`config.mk`:
```
export PLATFORM = sky130hd
export DESIGN_NAME = triangle_queue_flat
export DESIGN_NICKNAME = d
export VERILOG_FILES = /design/src/rtl/raster_pkg.sv /design/src/rtl/triangle_queue_if.sv /design/src/rtl/triangle_queue_sync_fifo.sv /design/src/rtl/triangle_queue.sv /design/src/flat_wrapper.sv
export SDC_FILE = /design/constraint.sdc
export NUM_CORES = 1
export LEC_CHECK = 0
export ABC_AREA = 1
export BUFFER_PORTS_ARGS = -buffer_cell sky130_fd_sc_hd__clkbuf_2
export CORE_MARGIN = 2
export CORE_UTILIZATION = 60
export CTS_BUF_LIST = sky130_fd_sc_hd__clkbuf_4 sky130_fd_sc_hd__clkbuf_8
export CTS_CLUSTER_DIAMETER = 150
export DETAILED_ROUTE_END_ITERATION = 10
export HOLD_SLACK_MARGIN = 0.02
export PLACE_DENSITY = 0.79
export SLEW_MARGIN = 20
export SYNTH_ARGS = -nofsm -noshare
export SYNTH_HDL_FRONTEND = slang
export SYNTH_SLANG_ARGS = --single-unit
```
`constraint.sdc`:
```
create_clock -name clock -period 5.4 [get_ports clock]
set_input_delay 0 -clock clock [delete_from_list [all_inputs] [get_ports clock]]
set_output_delay 0 -clock clock [all_outputs]
set_load 0.01 [all_outputs]
```
`src/rtl/raster_pkg.sv`:
```
// Shared rasteriser definitions: FSM encodings, default widths and the queue entry width.
package raster_pkg;

    localparam int unsigned DEF_WIDTH        = 8;
    localparam int unsigned DEF_COLOUR_WIDTH = 3;

    localparam logic [1:0] S_IDLE  = 2'd0;
    localparam logic [1:0] S_ISSUE = 2'd1;
    localparam logic [1:0] S_DRAW  = 2'd2;

    // One queue entry is {ax, ay, bx, by, cx, cy, colour}.
    function automatic int unsigned entry_w(int unsigned width, int unsigned colour_width);
        return 6 * width + colour_width;
    endfunction

endpackage

```
`src/rtl/triangle_queue_if.sv`:
```
// Triangle handshake from the geometry/projection stage into triangle_queue.
interface triangle_queue_if import raster_pkg::*; #(
    parameter int unsigned WIDTH        = DEF_WIDTH,
    parameter int unsigned COLOUR_WIDTH = DEF_COLOUR_WIDTH
) ();

    logic                    in_valid;
    logic                    in_ready;
    logic [WIDTH-1:0]        in_ax, in_ay, in_bx, in_by, in_cx, in_cy;
    logic [COLOUR_WIDTH-1:0] in_colour;

    modport master (
        output in_valid, in_ax, in_ay, in_bx, in_by, in_cx, in_cy, in_colour,
        input  in_ready
    );

    modport slave (
        input  in_valid, in_ax, in_ay, in_bx, in_by, in_cx, in_cy, in_colour,
        output in_ready
    );

endinterface

```
`src/rtl/triangle_queue_sync_fifo.sv`:
```
// Single-clock circular-buffer FIFO; head entry is visible on rdata whenever not empty.
module sync_fifo #(
    parameter  int unsigned DW    = 8,
    parameter  int unsigned DEPTH = 8,
    localparam int unsigned AW    = $clog2(DEPTH)
) (
    input  logic          clock,
    input  logic          reset,
    input  logic          push,
    input  logic          pop,
    input  logic [DW-1:0] wdata,
    output logic [DW-1:0] rdata,
    output logic [AW:0]   count,
    output logic          full,
    output logic          empty
);

    localparam logic [AW:0] FULL_CNT = (AW + 1)'(DEPTH);

    logic [DW-1:0] mem_q [DEPTH];
    logic [DW-1:0] mem_d [DEPTH];
    logic [AW-1:0] rd_ptr_q, rd_ptr_d, wr_ptr_q, wr_ptr_d;
    logic [AW:0]   count_q, count_d;
    logic          do_push, do_pop;

    assign full  = (count_q == FULL_CNT);
    assign empty = (count_q == '0);
    assign count = count_q;
    assign rdata = mem_q[rd_ptr_q];

    always_comb begin
        do_push = push && !full;
        do_pop  = pop && !empty;
        mem_d   = mem_q;
        if (do_push) mem_d[wr_ptr_q] = wdata;
        // Pointers wrap naturally because DEPTH is a power of two.
        wr_ptr_d = wr_ptr_q + AW'(do_push);
        rd_ptr_d = rd_ptr_q + AW'(do_pop);
        count_d  = count_q + (AW + 1)'(do_push) - (AW + 1)'(do_pop);
    end

    always_ff @(posedge clock) begin
        if (reset) begin
            rd_ptr_q <= '0;
            wr_ptr_q <= '0;
            count_q  <= '0;
        end else begin
            rd_ptr_q <= rd_ptr_d;
            wr_ptr_q <= wr_ptr_d;
            count_q  <= count_d;
        end
    end

    always_ff @(posedge clock) begin
        mem_q <= mem_d;
    end

endmodule

```
`src/rtl/triangle_queue.sv`:
```
// Triangle command buffer: queues triangles and issues them one at a time to draw_triangle,
// tracking each draw through the screen_start/screen_done pass.
module triangle_queue import raster_pkg::*; #(
    parameter  int unsigned WIDTH        = DEF_WIDTH,
    parameter  int unsigned COLOUR_WIDTH = DEF_COLOUR_WIDTH,
    parameter  int unsigned DEPTH        = 8,
    localparam int unsigned CNT_W        = $clog2(DEPTH) + 1
) (
    input  logic                    clock,
    input  logic                    reset,
    triangle_queue_if.slave         in_if,
    output logic [WIDTH-1:0]        ax,
    output logic [WIDTH-1:0]        ay,
    output logic [WIDTH-1:0]        bx,
    output logic [WIDTH-1:0]        by,
    output logic [WIDTH-1:0]        cx,
    output logic [WIDTH-1:0]        cy,
    output logic [COLOUR_WIDTH-1:0] colour,
    output logic                    draw_en,
    input  logic                    screen_start,
    input  logic                    screen_done,
    output logic [CNT_W-1:0]        count,
    output logic                    busy
);

    localparam int unsigned EW = entry_w(WIDTH, COLOUR_WIDTH);

    logic [1:0]    state_q, state_d;
    logic [EW-1:0] out_q, out_d;
    logic          draw_en_q, draw_en_d;
    logic          busy_q, busy_d;
    logic [EW-1:0] head;
    logic          push, pop, full, empty;

    assign in_if.in_ready = !reset && !full;
    assign push           = in_if.in_valid && in_if.in_ready;

    sync_fifo #(
        .DW    (EW),
        .DEPTH (DEPTH)
    ) u_fifo (
        .clock (clock),
        .reset (reset),
        .push  (push),
        .pop   (pop),
        .wdata ({in_if.in_ax, in_if.in_ay, in_if.in_bx, in_if.in_by,
                 in_if.in_cx, in_if.in_cy, in_if.in_colour}),
        .rdata (head),
        .count (count),
        .full  (full),
        .empty (empty)
    );

    always_comb begin
        state_d = state_q;
        pop     = 1'b0;
        unique case (state_q)
            S_IDLE: begin
                if (!empty) begin
                    pop     = 1'b1;
                    state_d = S_ISSUE;
                end
            end
            S_ISSUE: begin
                if (screen_start) state_d = S_DRAW;
            end
            S_DRAW: begin
                // Back-to-back issue: the next pop happens on the screen_done edge itself.
                if (screen_done) begin
                    pop     = !empty;
                    state_d = empty ? S_IDLE : S_ISSUE;
                end
            end
            default: state_d = S_IDLE;
        endcase
        out_d     = pop ? head : out_q;
        draw_en_d = (state_d == S_ISSUE);
        busy_d    = (state_d != S_IDLE);
    end

    always_ff @(posedge clock) begin
        if (reset) begin
            state_q   <= S_IDLE;
            out_q     <= '0;
            draw_en_q <= 1'b0;
            busy_q    <= 1'b0;
        end else begin
            state_q   <= state_d;
            out_q     <= out_d;
            draw_en_q <= draw_en_d;
            busy_q    <= busy_d;
        end
    end

    assign {ax, ay, bx, by, cx, cy, colour} = out_q;
    assign draw_en = draw_en_q;
    assign busy    = busy_q;

endmodule

```
`src/flat_wrapper.sv`:
```
// flat-port wrapper written by rule: the top's interface ports become plain ports
module triangle_queue_flat import raster_pkg::*;
#(
    parameter  int unsigned WIDTH        = DEF_WIDTH,
    parameter  int unsigned COLOUR_WIDTH = DEF_COLOUR_WIDTH,
    parameter  int unsigned DEPTH        = 8,
    localparam int unsigned CNT_W        = $clog2(DEPTH) + 1
)
  (clock, reset, ax, ay, bx, by, cx, cy, colour, draw_en, screen_start, screen_done, count, busy, in_if_in_valid, in_if_in_ax, in_if_in_ay, in_if_in_bx, in_if_in_by, in_if_in_cx, in_if_in_cy, in_if_in_colour, in_if_in_ready);
  triangle_queue_if #(.WIDTH(WIDTH), .COLOUR_WIDTH(COLOUR_WIDTH)) in_if_i ();
  input  logic clock;
  input  logic reset;
  output logic [WIDTH-1:0] ax;
  output logic [WIDTH-1:0] ay;
  output logic [WIDTH-1:0] bx;
  output logic [WIDTH-1:0] by;
  output logic [WIDTH-1:0] cx;
  output logic [WIDTH-1:0] cy;
  output logic [COLOUR_WIDTH-1:0] colour;
  output logic draw_en;
  input  logic screen_start;
  input  logic screen_done;
  output logic [CNT_W-1:0] count;
  output logic busy;
  input wire logic [$bits(in_if_i.in_valid)-1:0] in_if_in_valid;
  input wire logic [$bits(in_if_i.in_ax)-1:0] in_if_in_ax;
  input wire logic [$bits(in_if_i.in_ay)-1:0] in_if_in_ay;
  input wire logic [$bits(in_if_i.in_bx)-1:0] in_if_in_bx;
  input wire logic [$bits(in_if_i.in_by)-1:0] in_if_in_by;
  input wire logic [$bits(in_if_i.in_cx)-1:0] in_if_in_cx;
  input wire logic [$bits(in_if_i.in_cy)-1:0] in_if_in_cy;
  input wire logic [$bits(in_if_i.in_colour)-1:0] in_if_in_colour;
  output wire logic [$bits(in_if_i.in_ready)-1:0] in_if_in_ready;
  assign in_if_i.in_valid = in_if_in_valid;
  assign in_if_i.in_ax = in_if_in_ax;
  assign in_if_i.in_ay = in_if_in_ay;
  assign in_if_i.in_bx = in_if_in_bx;
  assign in_if_i.in_by = in_if_in_by;
  assign in_if_i.in_cx = in_if_in_cx;
  assign in_if_i.in_cy = in_if_in_cy;
  assign in_if_i.in_colour = in_if_in_colour;
  assign in_if_in_ready = in_if_i.in_ready;
  triangle_queue #(.WIDTH(WIDTH), .COLOUR_WIDTH(COLOUR_WIDTH), .DEPTH(DEPTH)) u_core (.clock(clock), .reset(reset), .in_if(in_if_i), .ax(ax), .ay(ay), .bx(bx), .by(by), .cx(cx), .cy(cy), .colour(colour), .draw_en(draw_en), .screen_start(screen_start), .screen_done(screen_done), .count(count), .busy(busy));
endmodule
```
# [Yosys cells after proc, flatten, opt, wreduce, memory -nomap -nowiden]
# Cells that the tools add are included.
[word_totals] in_bits=56 register_bits=473
[classes] bitwise=2 order_cmp=3 mux=14 n_eq_ne=4 reduce_logical=11 add_sub_neg=4
[ops] op="$bwmux 408" count=1
[ops] op="$bmux 51 s3" count=1
[ops] op="$demux 51 s3" count=1
[ops] op="$mux 51" count=3
[ops] op="$ge 4x4->1 const B" count=2
[ops] op="$not 3->4" count=2
[ops] op="$add 3x1->3" count=2
[ops] op="$mux 2" count=3
[ops] op="$pmux 2 s3" count=1
[ops] op="$logic_and 1x1->1" count=5
[ops] op="$add 4x1->4" count=1
[ops] op="$eq 2x1->1 const B" count=2
[ops] op="$eq 4x4->1 const B" count=1
[ops] op="$logic_not 4->1" count=1
[ops] op="$lt 4x1->1 const B" count=1
[ops] op="$sub 4x1->4" count=1
[ops] op="$logic_not 1->1" count=3
[ops] op="$mux 1" count=3
[ops] op="$eq 2x2->1 const B" count=1
[ops] op="$logic_not 2->1" count=1
[ops] op="$pmux 1 s2" count=1
[ops] op="$reduce_bool 2->1" count=1

# [Logic depth before layout (Yosys ltp)]
# Gate-level depths: netlist of run 1.
[depth] word_depth=7 ltp_mapped=16 depth_no_buf=14

# [Hierarchy]
# Synthesis of run 1 repeated with hierarchy kept, for this count alone.
[hier_totals] cells_unflattened=2202 area_unflattened_um2=20962.6
[by_module_without_submodules] mod="sync_fifo" area_each_um2=18391.4 seq_area_each_um2=12451.9 n_inst=1 cells_each=1844
[by_module_without_submodules] mod="triangle_queue" area_each_um2=2571.2 seq_area_each_um2=1101.1 n_inst=1 cells_each=358

# [Least setup slack after synthesis of run 1]
# Ideal clock, no wire load.
[synth_timing] path_type="reg-to-reg" start="reg u_core.u_fifo.count_q[2] (netlist: u_core.u_fifo.count[2])" end="reg u_core.u_fifo.mem_q[0] in the netlist's numbering (enable)" setup_slack_ns=0.175 path_buffers=0 setup_ns=0.523 stages_incl_launch_ff=6 arrival_time_ns=4.702 required_ns=4.877 path_cell_list="dfxtp_1 > inv_1 > ha_1 > a31oi_1 > nand2_1 > nor3_1"
[synth_between] elab_chain_len=5
[synth_rtl] item="start, declared" line="triangle_queue_sync_fifo.sv:23" text="logic [AW:0] count_q, count_d;"
[synth_rtl] item="start signal, assigned" line="triangle_queue_sync_fifo.sv:50" text="count_q <= count_d;"
[synth_rtl] item="$eq 4x4->1" line="triangle_queue_sync_fifo.sv:26" text="assign full = (count_q == FULL_CNT);"
[synth_rtl] item="$logic_not 1->1" line="triangle_queue.sv:35" text="assign in_if.in_ready = !reset && !full;"
[synth_rtl] item="$logic_and 1x1->1" line="triangle_queue.sv:35"
[synth_rtl] item="via in_if_in_ready" line="flat_wrapper.sv:33" text="output wire logic [$bits(in_if_i.in_ready)-1:0] in_if_in_ready;"
[synth_rtl] item="$logic_and 1x1->1" line="triangle_queue.sv:36" text="assign push = in_if.in_valid && in_if.in_ready;"
[synth_rtl] item="$logic_and 1x1->1" line="triangle_queue_sync_fifo.sv:32" text="do_push = push && !full;"
[synth_rtl] item="end signal, assigned" line="triangle_queue_sync_fifo.sv:55" text="mem_q <= mem_d;"
[synth_rtl] item="end, declared" line="triangle_queue_sync_fifo.sv:20" text="logic [DW-1:0] mem_q [DEPTH];"
# The timed path passes the listed nets, and every way through them passes these cells.
# A chain may end at the register's enable or synchronous reset.

# [Final worst setup path of run 1]
[layout_timing] start="reg u_core.u_fifo.count_q[2] (netlist: u_core.u_fifo.count[2])" end="reg u_core.u_fifo.mem_q[50] in the netlist's numbering (enable)"
[layout_between] elab_chain_len=5
[layout_rtl] item="$eq 4x4->1 *" line="triangle_queue_sync_fifo.sv:26"
[layout_rtl] item="$logic_not 1->1 *" line="triangle_queue_sync_fifo.sv:32, triangle_queue.sv:35"
[layout_rtl] item="$logic_and 1x1->1" line="triangle_queue.sv:35"
[layout_rtl] item="$logic_and 1x1->1" line="triangle_queue.sv:36"
[layout_rtl] item="$logic_and 1x1->1 *" line="triangle_queue_sync_fifo.sv:32"
# Every way passes the cells marked *; elsewhere a longest branch is shown, timed or not.

==> flow_results.org, run 1 <==
** Cells and area
- Fraction of layout cells with a size suffix above 1 :: 0.126
- From synthesis to final layout, the design area changed by 14.2%.
- After the last flow step, the layout net total stands at about 2200.

** Power
- Share of total power in the clock network :: 0.302
- Areal power density over the cells :: approximately 430 nW/µm²
- Static power due to leakage :: 10.1 nW
- Internal power summed over all cells :: about 6.6 mW
- Switching power summed over all nets :: 3.21 mW
- Combinational share of power :: 0.249
- The share of total power dissipated in sequential elements is 0.449.
- Of the total power, the share spent switching nets is 0.327.
- Peak supply drop :: 0.322 mV
- Power Total :: 9.82 mW

** Global route
- The number of antenna violations at the first check in global routing came to 1.
- Maximum number of pins on one net before global-route repair :: 155
- The first global-routing pass estimated 68600 µm of wire.
- Global router's overall resource usage :: 0.259
- Summed over all layers, the global routing overflow is 0.
- Via count of the first global-routing pass :: 13600

** Synthesis
- In this run, synthesis produced a sequential element count of between 400 and 500.
- Prevailing post-synth register cell :: sky130_fd_sc_hd__edfxtp_1
- In the synthesized netlist, the number of instances is around 1900.
- EDFF count, synth :: about 410
- The Yosys step of the flow raised 0 warnings.
- Post-synth top area share :: 0.617
- Synthesis produced a netlist with a net count of 1993.
- The average instance in the mapped netlist occupies 10.3 µm².
- Biggest area contributors in the synthesized netlist :: sky130_fd_sc_hd__edfxtp_1 (62%), sky130_fd_sc_hd__nand2_1 (8.9%), sky130_fd_sc_hd__inv_1 (8.2%), sky130_fd_sc_hd__nand3_1 (7.8%), sky130_fd_sc_hd__dfxtp_1 (6.6%)
- FFs w/ async S/R, synth :: 0
- Cell with the most instances after synthesis :: sky130_fd_sc_hd__nand2_1
- Library cell with the largest summed area after synthesis :: sky130_fd_sc_hd__edfxtp_1
- Sequential area share after synthesis :: 0.683
- Summing every instance area after synthesis gives a little under 20000 µm².
- Post-synth cell types :: 22
- Cell types with the highest counts after synthesis :: sky130_fd_sc_hd__nand2_1 (469), sky130_fd_sc_hd__inv_1 (433), sky130_fd_sc_hd__edfxtp_1 (408)

** Setup path
- Worst reg2reg path endpoint :: u_core.u_fifo.mem_q[50]$_DFFE_PP_
- STA puts the critical path data required time at 5.66 ns.
- Slowest stage cell, crit path :: sky130_fd_sc_hd__nor3_2
- Data on the critical path arrives at its endpoint at 2.98 ns.
- Endpoint class of the critical path :: flop
- Sequence of cells on the critical path :: inv_1 > ha_1 > a31oi_1 > nand2_1 > nor3_2 > buf_12
- The worst setup path is launched from a flop.
- The critical path in this run is classified as reg2reg.
- Worst setup path start :: u_core.u_fifo.count[2]$_SDFF_PP0_
- CP endpoint :: u_core.u_fifo.mem_q[50]$_DFFE_PP_
- In this design, the stage delay of the slowest critical-path cell is 0.85 ns.
- The worst register-to-register path begins at u_core.u_fifo.count[2]$_SDFF_PP0_.
- Depth of the worst register-to-register path :: 6
- In this run the worst path has a maximum fanout of 42.
- Slack of the worst reg-to-reg path :: 2.67 ns

** Hold path
- Worst min-delay path category :: in2reg

** CTS
- Number of buffers added by the clock tree synthesis step :: 74
- The clock drives 473 sinks.
- The root buffer cell chosen for the clock tree is sky130_fd_sc_hd__clkbuf_8.
- TritonCTS built the clock tree.
- Clock input transition at the sequential cells of the worst setup and hold paths :: 0.06 ns
- H-Tree Depth :: 3
- Postcts setup bufs :: 0
- Worst skew pair latency :: 0.60 ns
- Maximum clock path buffer count :: 3

** Placed design
- The congestion estimate from routability-driven global placement came to 0.758.
- Post-DP HPWL :: 21700 µm
- The count of buffers added on input and output ports is 113.

** Routing
- The detailed router finished its first iteration with 1233 violations.
- Per-cell routed wire length :: 16.7 µm
- Vias per std cell :: ~5.3
- In this run the remaining antenna-violating nets after routing total 0.
- The final route contains 13700 vias.
- The first TritonRoute pass finished after 5 iterations.
- DRC violations left :: 0
- The routed design has 43300 µm of wire.

** STA
- Max_slew headroom :: 0.252
- Dividing the final minimum period by the clock period gives 0.505.
- Fmax achieved :: 366 MHz
- Setup Viol. Count Final :: 0
- After layout, the minimum clock period comes to ~2.7 ns.
- RSZ-0062 raised after global routing :: no
- Final-report max-slew violation count :: 0
- Least-Margin Pin Slew :: 1.12 ns
- Final hold violation count :: 0
- Final Skew :: 0.0170 ns
- Adding up every negative setup slack in the final design gives 0 ns.

** Die
- The floorplan has 66 rows.
- The region available for standard cell placement spans 32500 µm².
- Die width :: 186 µm
- The floorplan step set the die height to 186 µm.
- Initial core utilization :: 0.610
- 114 I/O pins were placed.
- Area of the die :: between 30000 and 40000 µm²

** Run status
- Result of the run :: complete, no violations

** Flow run
- Max-capacitance violation count :: 0
-- routing by layer --
| layer | GRT usage | share of wire | vias up |
|---|---|---|---|
| met1 | 0.327 | 0.39 | 6436 |
| met2 | 0.444 | 0.49 | 584 |
| li1 | - | - | 6513 |
| met4 | 0.111 | 0.033 | 0 |
| met5 | 0 | 0 | - |
| met3 | 0.0427 | 0.081 | 123 |
-- cell usage in the layout, fill, tap and decap left out, drive strengths merged --
master	n
nand2	469
inv	438
edfxtp	408
nand3	310
clkbuf	221
dfxtp	65
dlygate4sd3	55
a21oi	54
o21ai	52
clkinv	20
buf	19
nor2	12
ha	10
nor3	8
clkinvlp	4
xnor2	3
a31oi	2
diode	1
nand3b	1
fa	1
bufinv	1
-- flip-flops by register name, indices dropped and copies added (netlist names) --
register                count
u_core.u_fifo.mem_q       408
u_core.out_q               51
u_core.u_fifo.count         4
u_core.u_fifo.rd_ptr_q      3
u_core.u_fifo.wr_ptr_q      3
u_core.state_q              2
u_core.busy                 1
u_core.draw_en              1
-- cell families (layout without fill, tap and decap cells) --
group / count (synthesis) / after routing / share of synthesized area
xor gates and xnor gates: 3 / 3 / 0.00132
DFF: 473 / 473 / 0.683
other: 0 / 1 / 0
adders and majority gates: 11 / 11 / 0.00731
AOI/OAI and AO/OA: 108 / 108 / 0.0273
buffers and inverters: 531 / 758 / 0.110
and+or+nand+nor: 800 / 800 / 0.172
-- power by group through the flow --
stage / logic, mW / clock network, mW / registers [mW]
2_1_floorplan: 1.78 / 0 / 4.48
3_3_place_gp: 2.30 / 0 / 4.47
3_5_place_dp: 2.41 / 0 / 4.48
4_1_cts: 2.46 / 3.00 / 4.41
5_1_grt: 2.78 / 3.17 / 4.43
6_report: 2.45 / 2.97 / 4.41
-- repair_timing --
item,CTS,global route
hold buffers,55,0
resized for setup,0,0
endpoints found under the hold margin,421,0
-- worst max-delay path, delay by kind of cell, from the launching register on --
family | cells | cell delay, ns
and+or+nand+nor | 2 | 1.18
buffers and inverters | 2 | 0.45
DFF | 1 | 0.33
AOI/OAI and AO/OA | 1 | 0.21
adders and majority gates | 1 | 0.20
-- how the worst min path moves through the flow --
stage | end | from | cells past startpoint
2_1_floorplan | in_if_in_ready | reset | 1
3_3_place_gp | u_core.u_fifo.mem_q[173]$_DFFE_PP_ | in_if_in_by[1] | 1
3_5_place_dp | u_core.u_fifo.mem_q[149]$_DFFE_PP_ | in_if_in_ax[4] | 1
4_1_cts | u_core.u_fifo.wr_ptr_q[0]$_SDFF_PP0_ | in_if_in_valid | 6
5_1_grt | u_core.u_fifo.mem_q[161]$_DFFE_PP_ | in_if_in_cy[5] | 2
6_report | u_core.u_fifo.wr_ptr_q[0]$_SDFF_PP0_ | in_if_in_valid | 6
-- layout make-up --
cell class,instances,area (µm²)
multi-input cells,922,4170
diodes,1,2.50
clock buffers,108,1310
clock inverters,27,165
well taps,442,553
fillers,2390,9860
inverters,436,1650
repair buffers,187,1270
flip-flops and latches,473,13600
-- stage by stage --
stage / area (µm²) / util / worst slack [ns] / hold WS (ns) / std cells
finish: 22700 / 0.697 / 2.67 / 0.174 / 2596
global route: 22700 / 0.697 / 2.42 / 0.224 / 2596
CTS: 22700 / 0.697 / 2.64 / 0.139 / 2595
detailed placement: 20600 / 0.635 / 2.68 / 0.277 / 2405
global placement: 20600 / 0.635 / 2.76 / 0.268 / 2405
floorplan: 19900 / - / 0.175 / 0.0514 / 1926
Power figures use the tool's default switching activity.
==> inputs of run 2 (changes only) <==
--- a/config.mk
+++ b/config.mk
@@ -5,7 +5,7 @@
 export SDC_FILE = /design/constraint.sdc
 export NUM_CORES = 1
 export LEC_CHECK = 0
-export ABC_AREA = 1
+export ABC_AREA = 0
 export BUFFER_PORTS_ARGS = -buffer_cell sky130_fd_sc_hd__clkbuf_2
 export CORE_MARGIN = 2
 export CORE_UTILIZATION = 60
==> constraint.sdc (replaced) <==
create_clock -name clock -period 2.7 [get_ports clock]
set_input_delay 0 -clock clock [delete_from_list [all_inputs] [get_ports clock]]
set_output_delay 0 -clock clock [all_outputs]
set_load 0.01 [all_outputs]
==> run 2 against run 1 <==
Routed wire length shrank 19%. Design area is 7.9% lower. Sequential share of layout area up 5.1 points. Flip-flop and latch count unchanged. Clock power is 100% higher. Critical path type unchanged. Critical endpoint is now u_core.u_fifo.count[2]$_SDFF_PP0_. Largest power group unchanged.
==> flow_results.org, run 2 <==
** STA
- Final-report max-slew violation count :: 0 (unchanged)
- Final clock period utilization by the worst path :: 0.926 (+0.421)
- Setup repair after global routing left no endpoint under its margin.
- The slew of the pin with the lowest slew margin came to 0.851 ns (-0.271 ns).
- The final worst-path setup slack came to 0.199 ns (-2.47 ns).
- Final Skew :: 0.0264 ns (+0.00938 ns)
- The setup total negative slack is 0 ns (unchanged).
- The worst slew slack as a fraction of its limit came to 0.433 (+0.181).
- The hold violation count in the final report came to 0 (unchanged).
- Fmax achieved :: 400 MHz (+9.1%)
- The post-layout minimum cycle time came to 2.50 ns (-0.228 ns).
- Setup Viol. Count Final :: 0 (unchanged)

** Setup path
- The largest fanout of any net on the critical path is 3 (-93%).
- Worst Setup Start Kind :: flop
- The depth of the most critical reg-to-reg path is 10 (+4).
- STA classifies the critical path endpoint as a flop.
- Arrival time at the worst endpoint :: 2.95 ns (-0.03 ns)
- The required time of the critical path was 3.15 ns (-2.51 ns).
- Crit path kind :: reg2reg

** Synthesis
- The fraction of post-synthesis cell area in the top cell type by area is 0.695 (+0.0779).
- EDFF count, synth :: 408 (unchanged)
- Multiplexer share of the synthesized area :: 0.130 (+0.130)
- Arithmetic-cell share of the synthesized area counting full adders, half adders and majority gates :: 0.00823 (+0.000923)
- Yosys reg bits :: 473 (unchanged)
- In the synthesized netlist, the cells that appear most often are sky130_fd_sc_hd__edfxtp_1 (408), sky130_fd_sc_hd__mux4_2 (102), sky130_fd_sc_hd__dfxtp_1 (65), sky130_fd_sc_hd__nor2_1 (65), sky130_fd_sc_hd__o22ai_1 (51).
- The synthesized-area fraction occupied by ao, oa, aoi and oai cells came to 0.0212 (-0.00613).
- Sequential area share after synthesis :: 0.769 (+0.0862)
- The area share of and/or/nand/nor cells after synthesis came to 0.0494 (-0.122).
- The instance count of the mapped netlist was 841 (-56%).
- Post-synth cell types :: 26 (+18%)
- Prevailing post-synth register cell :: sky130_fd_sc_hd__edfxtp_1
- Average instance area after synthesis :: 21.0 µm² (+100%)
- Yosys warning total :: 0 (unchanged)
- The post-synthesis instance area is 17600 µm² (-11%).
- The parity-gate share of the synthesized area counting xor and xnor cells came to 0.00199 (+0.000664).
- The net count after synthesis was 908 (-54%).
- Yosys instantiated no cell more often than sky130_fd_sc_hd__edfxtp_1.
- Dominant combinational cell family by area after synthesis :: multiplexers
- The biggest area contributor in the post-synthesis netlist is sky130_fd_sc_hd__edfxtp_1.
- The fraction of registers with async set/reset is 0 (unchanged).
- Biggest area contributors in the synthesized netlist :: sky130_fd_sc_hd__edfxtp_1 (69%), sky130_fd_sc_hd__mux4_2 (13%), sky130_fd_sc_hd__dfxtp_1 (7.4%), sky130_fd_sc_hd__nor3_2 (2.8%), sky130_fd_sc_hd__o22ai_1 (1.8%)

** Cells and area
- u_core.u_fifo.mem_q holds more flip-flops than any other register.
- From synthesis to final layout, the design area changed by 18.4%.
- Leading cell type in the layout, fill and taps excluded :: sky130_fd_sc_hd__edfxtp_1
- The final layout net count was 1138 (-47%).
- Commonest non-fill, non-tap cells in the layout :: sky130_fd_sc_hd__edfxtp_1 (408), sky130_fd_sc_hd__clkbuf_2 (112), sky130_fd_sc_hd__mux4_2 (102)
- Number of flip-flops in the largest register :: 408 (unchanged)
- Fraction of layout cells with a size suffix above 1 :: 0.395 (+0.269)
- Finished Layout Cells :: 1517 (-42%)
- The final cell utilization of the core was 0.723 (+0.0266).

** Global route
- The number of antenna violations at the first check in global routing came to 1 (unchanged).
- Remaining Overflow, GRT :: 0 (unchanged)
- Via count of the first global-routing pass :: 9378 (-31%)
- Global router's overall resource usage :: 0.235 (-0.0237)
- The met1 global-route usage is 0.312 (-0.0150).
- Maximum number of pins on one net before global-route repair :: 53 (-66%)
- GR met3 Demand/Resource :: 0.0398 (-0.00283)
- In this run the most used layer during global routing was met2.
- Global-route wire length before repair :: 53600 µm (-22%)
- Met2 routing resource usage after global routing :: 0.407 (-0.0366)

** Routing
- Vias after detailed routing :: 8898 (-35%)
- The number of detailed-route iterations in the first pass is 5 (unchanged).
- DRC violations left :: 0 (unchanged)
- The via count normalized by instance count is 5.87 (+12%).
- Detailed-route wire length :: 35200 µm (-19%)
- The count of nets left with antenna violations after detail routing came to 0 (unchanged).
- Per-cell routed wire length :: 23.2 µm (+39%)
- The DRC violation total after the first TritonRoute iteration came to 947 (-23%).

** CTS
- H-Tree Depth :: 3 (unchanged)
- The maximum clock path buffer count came to 3 (unchanged).
- In this run the clock root is driven by a sky130_fd_sc_hd__clkbuf_8.
- Clock tree from TritonCTS :: yes
- Number of buffers added by the clock tree synthesis step :: 74 (unchanged)
- The post-cts repair resize count is 0 (unchanged).
- The CTS sink count is 473 (unchanged).
- Clock input transition at the sequential cells of the worst setup and hold paths :: 0.05 ns (about the same)
- The clock insertion delay at the later pin of the skew report is 0.60 ns (about the same).

** Placed design
- The post-detailed-placement half-perimeter wirelength is 18700 µm (-14%).
- Placed instance count :: 1324 (-45%)
- The routability-driven placement congestion ratio was 0.706 (-6.9%).
- Number of buffers inserted by port buffering :: 113 (unchanged)
- Placement Setup Slack :: 0.197 ns (-2.49 ns)

** Power
- Power Total :: 19.1 mW (+95%)
- The power density relative to cell area was 916 nW/µm² (+110%).
- The total leakage power is 6.98 nW (-31%).
- Peak supply drop :: 0.539 mV (+68%)

** Run status
- Result of the run :: complete, no violations

** Die
- Placeable core region :: 28900 µm² (-11%)
- Top Ports :: 114 (unchanged)
- The die boundary height is 175 µm (-5.6%).
- Die width :: 175 µm (-5.6%)
- Number of rows created at floorplan :: 62 (-6.1%)
- The initial core utilization came to 0.611 (+0.000666).
- Area of the die :: 30800 µm² (-11%)

** Hold path
- The number of cells traversed by the worst hold path was 5 (-1).
- The worst hold path belongs to the class in2reg.

** Flow run
- The number of max-capacitance violations reported is 0 (unchanged).
[run 2: layout make-up]
class / instances / area (µm²)
clock buffers: 118 / 1410
inverters: 10 / 40.0
multi-input cells: 312 / 3850
fillers: 1719 / 7980
clock inverters: 19 / 103
well taps: 384 / 480
diodes: 1 / 2.50
repair buffers: 200 / 1430
flip-flops and latches: 473 / 13600
[run 2: where the power goes]
group	internal (mW)	leakage (nW)	total [mW]	switching [mW]
Combinational	1.94	1.96	4.37	2.43
Sequential	8.45	4.23	8.82	0.367
Clock	3.31	0.800	5.94	2.63
[run 2: worst max-delay path, stage by stage (launching register included)]
cell and delay [ns]:
sky130_fd_sc_hd__dfxtp_2 0.32, sky130_fd_sc_hd__inv_2 0.08, sky130_fd_sc_hd__ha_1 0.17, sky130_fd_sc_hd__or3b_4 0.42, sky130_fd_sc_hd__and3_2 0.24, sky130_fd_sc_hd__ha_1 0.28
sky130_fd_sc_hd__inv_1 0.04, sky130_fd_sc_hd__ha_1 0.20, sky130_fd_sc_hd__fa_1 0.41, sky130_fd_sc_hd__xnor2_1 0.16, sky130_fd_sc_hd__nor2_1 0.05
[run 2: worst paths after layout]
path,from,end,slack [ns]
worst max register to register,u_core.u_fifo.count[2]$_SDFF_PP0_,u_core.u_fifo.count[2]$_SDFF_PP0_,0.20
worst min register to register,u_core.out_q[11]$_SDFFE_PP0N_,u_core.out_q[11]$_SDFFE_PP0N_,0.50
worst min-delay path,screen_done,u_core.busy$_SDFF_PP0_,0.14
worst max-delay path,u_core.u_fifo.count[2]$_SDFF_PP0_,u_core.u_fifo.count[2]$_SDFF_PP0_,0.20
[run 2: cells by family (layout without fill, tap and decap cells)]
| family | after synthesis | in the layout |
|---|---|---|
| flip-flops | 473 | 473 |
| AND/OR/NAND/NOR | 135 | 135 |
| multiplexers | 102 | 102 |
| AO/OA/AOI/OAI | 60 | 60 |
| buffers and inverters | 56 | 347 |
| adder cells (fa/ha/maj) | 11 | 11 |
| XOR/XNOR | 4 | 4 |
| other | 0 | 1 |
[run 2: per-stage QoR]
step | instance area (µm²) | hold WS (ns)
2_1_floorplan | 17700 | 0.0222
3_3_place_gp | 18800 | 0.273
3_5_place_dp | 18800 | 0.278
4_1_cts | 20900 | 0.0960
5_1_grt | 20900 | 0.179
6_report | 20900 | 0.136
[run 2: per-layer routing]
| layer | share of wire | vias to the layer above |
|---|---|---|
| met5 | 0 | - |
| met4 | 0.013 | 0 |
| met3 | 0.072 | 48 |
| met2 | 0.52 | 372 |
| met1 | 0.39 | 4575 |
| li1 | - | 3903 |
[run 2: what timing repair did]
action	4_1_cts	5_1_grt
setup buffers	0	0
endpoints found under the hold margin	429	0
hold buffers	55	0
==> inputs of run 3 (changes only) <==
--- a/config.mk
+++ b/config.mk
@@ -17,4 +17,5 @@
 export SLEW_MARGIN = 20
 export SYNTH_ARGS = -nofsm -noshare
 export SYNTH_HDL_FRONTEND = slang
+export SYNTH_HIERARCHICAL = 1
 export SYNTH_SLANG_ARGS = --single-unit
==> constraint.sdc (replaced) <==
create_clock -name clock -period 3.2 [get_ports clock]
set_input_delay 0 -clock clock [delete_from_list [all_inputs] [get_ports clock]]
set_output_delay 0 -clock clock [all_outputs]
set_load 0.01 [all_outputs]
==> run 3 against run 2 <==
Utilization down 1.2 points. Global-route usage down 0.84 points. Highest routed layer unchanged. First-iteration DRC count down 30%. Largest power group unchanged. Hold slack better by 0.10 ns. Design area up 3.5%. Flip-flop and latch count unchanged. Combinational power down 34%.
==> flow_results.org, run 3 <==
** Run status
- Result of the run :: complete, no violations

** Synthesis
- The flip-flop and latch count after synthesis was 473 (unchanged).
- Cell types with the highest counts after synthesis :: sky130_fd_sc_hd__edfxtp_1 (408), sky130_fd_sc_hd__nand2b_1 (105), sky130_fd_sc_hd__mux4_2 (102)
- Post-synth cell types :: 32 (+23%)
- The parity-gate share of the synthesized area counting xor and xnor cells was 0.00143 (-0.000558).
- The synthesized-area fraction occupied by ao, oa, aoi and oai cells came to 0.00286 (-0.0184).
- The count of yosys warnings during synthesis is 6 (+6).
- Prevailing post-synth register cell :: sky130_fd_sc_hd__edfxtp_1
- The area share of and/or/nand/nor cells after synthesis was 0.0461 (-0.00326).
- Library cell with the largest summed area after synthesis :: sky130_fd_sc_hd__edfxtp_1
- Average instance area after synthesis :: 20.6 µm² (-1.7%)
- Gate Count Post-Synth :: 892 (+6.1%)
- The proportion of synthesized area in mux cells came to 0.184 (+0.0536).
- The post-synthesis instance area is 18400 µm² (+4.3%).
- Cell with the most instances after synthesis :: sky130_fd_sc_hd__edfxtp_1
- Number of nets in the synthesized netlist :: 959 (+5.6%)
- The number of enable flip-flop cells after synthesis is 408 (unchanged).
- The fraction of registers with async set/reset came to 0 (unchanged).
- Post-synth top area share :: 0.666 (-0.0286)
- By area, the combinational part of the netlist is dominated by multiplexers.
- By area the synthesized netlist is led by sky130_fd_sc_hd__edfxtp_1 (67%), sky130_fd_sc_hd__mux4_2 (12%), sky130_fd_sc_hd__dfxtp_1 (7.1%), sky130_fd_sc_hd__nand2b_1 (3.6%), sky130_fd_sc_hd__mux2_2 (3.1%).
- Sequential area share after synthesis :: 0.737 (-0.0317)
- The share of synthesized cell area in full adder, half adder and majority cells is 0.00789 (-0.000339).

** Setup path
- The largest fanout of any net on the critical path came to 4 (+1).
- In this design, the critical path's most frequently occurring cell is sky130_fd_sc_hd__inv_1.
- Sequence of cells on the critical path :: inv_1 > ha_1 > or3b_2 > inv_1 > nor2_1 > and2_1 > nand2_1 > ha_1 > inv_1 > ha_1 > inv_1 > fa_1 > xor2_1 > nor2_1
- The worst setup path is of the reg2reg kind.
- The setup slack of the most critical reg-to-reg path came to 0.46 ns (+0.26 ns).
- Depth of the worst register-to-register path :: 14 (+4)
- The worst setup path is launched from a flop.
- Crit path required time :: 3.65 ns (+0.50 ns)
- Launching point of the worst reg2reg path :: u_core/u_fifo/count[2]$_SDFF_PP0_
- Delay of the slowest cell on the worst path :: 0.49 ns (+0.07 ns)
- In this run the critical register-to-register path is captured at u_core/u_fifo/count[2]$_SDFF_PP0_.
- The slowest stage of the critical path belongs to the cell sky130_fd_sc_hd__or3b_2.
- Endpoint class of the critical path :: flop
- Arrival time at the worst endpoint :: 3.19 ns (+0.24 ns)

** Hold path
- Worst hold path depth :: 2 (-3)
- The worst hold path belongs to the class in2reg.
- Worst Min Path Start :: in_if_in_bx[6]
- Hold worst-path end :: u_core/u_fifo/mem_q[186]$_DFFE_PP_

** STA
- Setup Viol. Count Final :: 0 (unchanged)
- The worst slew slack as a fraction of its limit is 0.325 (-0.107).
- The hold violation count in the final report is 0 (unchanged).
- The worst-case clock skew is 0.0404 ns (+0.0140 ns).
- The post-route clock period utilization came to 0.855 (-0.0710).
- Setup TNS Final :: 0 ns (unchanged)
- Final-report max-slew violation count :: 0 (unchanged)
- Hold WS :: 0.239 ns (+0.103 ns)
- Setup repair after global routing left no endpoint under its margin.
- The peak clock frequency supported by timing came to 365 MHz (-8.6%).
- Least-Margin Pin Slew :: 1.01 ns (+0.161 ns)
- The post-layout minimum cycle time was 2.74 ns (+0.236 ns).

** Die
- Number of rows created at floorplan :: 64 (+3.2%)
- The number of top-level pins came to 114 (unchanged).
- The width of the die was 179 µm (+2.1%).
- Initial core utilization :: 0.606 (-0.00504)
- The die boundary height came to 179 µm (+2.1%).
- Area of the die :: 32100 µm² (+4.2%)
- The total core area was 30300 µm² (+5.2%).

** Routing
- Vias after detailed routing :: 8922 (+0.27%)
- The total detailed-routing wirelength was 34900 µm (-0.97%).
- The count of nets left with antenna violations after detail routing came to 0 (unchanged).
- The number of detailed-route iterations in the first pass was 5 (unchanged).
- The average wire length per cell after detail routing is 22.1 µm (-4.7%).
- Vias per std cell :: 5.66 (-3.5%)
- Drt initial violations :: 661 (-30%)
- DRC violations left :: 0 (unchanged)

** Flow run
- The number of max-capacitance violations reported came to 0 (unchanged).

** Global route
- The largest net degree at the start of global routing is 70 (+32%).
- The wire length of the first global-routing pass is 53500 µm (-0.29%).
- Via count of the first global-routing pass :: 9448 (+0.75%)
- The all-layer global routing usage came to 0.227 (-0.00838).
- Remaining Overflow, GRT :: 0 (unchanged)
- The number of antenna violations at the first check in global routing came to 1 (unchanged).

** Cells and area
- The number of flip-flops under the largest register name was 408 (unchanged).
- The final layout net count is 1185 (+4.1%).
- Largest reg by FF count :: u_core/u_fifo/mem_q
- In the layout the commonest cells are sky130_fd_sc_hd__edfxtp_1 (408), sky130_fd_sc_hd__clkbuf_2 (112), sky130_fd_sc_hd__nand2b_1 (105).
- Layout Area Growth over Synthesis :: 17.5%
- The number of fill cells came to 1782 (+3.7%).
- Area of the multi-input gates :: 4520 µm² (+17%)
- The total area of sequential cells was 13600 µm² (about the same).
- Fraction of layout cells with a size suffix above 1 :: 0.372 (-0.0234)
- Leading cell type in the layout, fill and taps excluded :: sky130_fd_sc_hd__edfxtp_1

** Placed design
- The routability-driven placement congestion ratio was 0.722 (+2.3%).
- The post-detailed-placement half-perimeter wirelength came to 19000 µm (+1.6%).
- The count of buffers inserted at the top-level ports was 113 (unchanged).

** Power
- Peak supply drop :: 0.580 mV (+7.6%)
- Share of total power in the clock network :: 0.331 (+0.020)
- Static power due to leakage :: 7.33 nW (+4.9%)
- Areal power density over the cells :: 725 nW/µm² (-21%)
- Sequential fraction of design power :: 0.484 (+0.023)
- Internal power summed over all cells :: 11.6 mW (-15%)
- Combinational share of power :: 0.185 (-0.043)
- The net switching share of the total power came to 0.257 (-0.0263).
- The switching power total came to 4.03 mW (-26%).

** CTS
- The CTS sink count is 473 (unchanged).
- The number of buffers added for setup after CTS was 0 (unchanged).
- Maximum clock path buffer count :: 3 (unchanged)
- TritonCTS built the clock tree.
- Worst skew pair latency :: 0.59 ns (about the same)
- The CTS buffer count was 75 (+1.4%).
- Clock input transition at the sequential cells of the worst setup and hold paths :: 0.06 ns (about the same)
- Root buffer selected by CTS :: sky130_fd_sc_hd__clkbuf_8
- H-Tree Depth :: 3 (unchanged)
run 3: changes by cell type in the layout (fill, tap and decap cells not counted), moves of 8 or more:
cell                       change
sky130_fd_sc_hd__mux2_2       +51
sky130_fd_sc_hd__nor2_1       -53
sky130_fd_sc_hd__nand2b_1    +102
sky130_fd_sc_hd__buf_4         -8
sky130_fd_sc_hd__mux2i_1      +51
sky130_fd_sc_hd__nor3_2       -49
sky130_fd_sc_hd__o22ai_1      -51
run 3: worst max-delay path by stage:
stage                                                 start                           endpoint  slack, ns  cells after the start
after floorplan           u_core/u_fifo/count[2]$_SDFF_PP0_   u_core/u_fifo/mem_q[0]$_DFFE_PP_      -0.08                      8
after global placement    u_core/u_fifo/count[2]$_SDFF_PP0_  u_core/u_fifo/count[2]$_SDFF_PP0_       0.59                     14
after detailed placement  u_core/u_fifo/count[2]$_SDFF_PP0_  u_core/u_fifo/count[2]$_SDFF_PP0_       0.51                     14
after CTS                 u_core/u_fifo/count[2]$_SDFF_PP0_  u_core/u_fifo/count[2]$_SDFF_PP0_       0.49                     14
after global routing      u_core/u_fifo/count[2]$_SDFF_PP0_  u_core/u_fifo/count[2]$_SDFF_PP0_       0.30                     14
final                     u_core/u_fifo/count[2]$_SDFF_PP0_  u_core/u_fifo/count[2]$_SDFF_PP0_       0.46                     14
run 3: metrics by stage:
step                      setup slack, ns  instance area, µm²   util  cells  power, mW
after floorplan                   -0.0836               18400      -    892       9.84
after global placement              0.594               19500  0.642   1381       10.5
after detailed placement            0.507               19500  0.642   1381       10.6
after CTS                           0.489               21600  0.712   1575       15.8
after global routing                0.304               21600  0.712   1575       16.4
final                               0.464               21600  0.712   1576       15.7
run 3: layout make-up:
cell class / count / area share
clock inverters: 17 / 0.00579
diodes: 1 / 0.000116
flip-flops and latches: 473 / 0.628
repair buffers: 195 / 0.0659
multi-input cells: 364 / 0.209
inverters: 9 / 0.00156
clock buffers: 121 / 0.0664
well taps: 396 / 0.0229
run 3: kinds of logic after synthesis:
kind of cell    count (synthesis)
fa+ha+maj                      11
mux                           204
flops                         473
xor+xnor                        3
buf+inv                        55
simple gates                  138
compound gates                  8
run 3: layer usage:
layer,vias to the layer above,global-route usage,part of all wire
met3,44,0.0526,0.060
met4,0,0.0610,0.014
met5,-,0,0
met2,256,0.378,0.50
met1,4605,0.304,0.43
li1,4017,-,-
run 3: power groups by stage:
stage          Combinational, mW  Clock (mW)  Sequential [mW]
5_1_grt                     3.15        5.58             7.63
4_1_cts                     2.93        5.32             7.57
3_5_place_dp                2.87           0             7.69
2_1_floorplan               2.17           0             7.67
3_3_place_gp                2.80           0             7.67
6_report                    2.89        5.19             7.57
run 3: repair_timing:
item / CTS / global route
gates resized for setup: 0 / 0
hold endpoints to repair: 430 / 0
hold buffers: 56 / 0
setup endpoints to repair: 0 / 0
run 3: critical path: cells and delay by family, from the launching register on:
family,cells,cell delay (ns)
adder cells (fa/ha/maj),4,0.95
buffers and inverters,4,0.30
AND/OR/NAND/NOR,5,0.90
flip-flops,1,0.31
XOR/XNOR,1,0.15
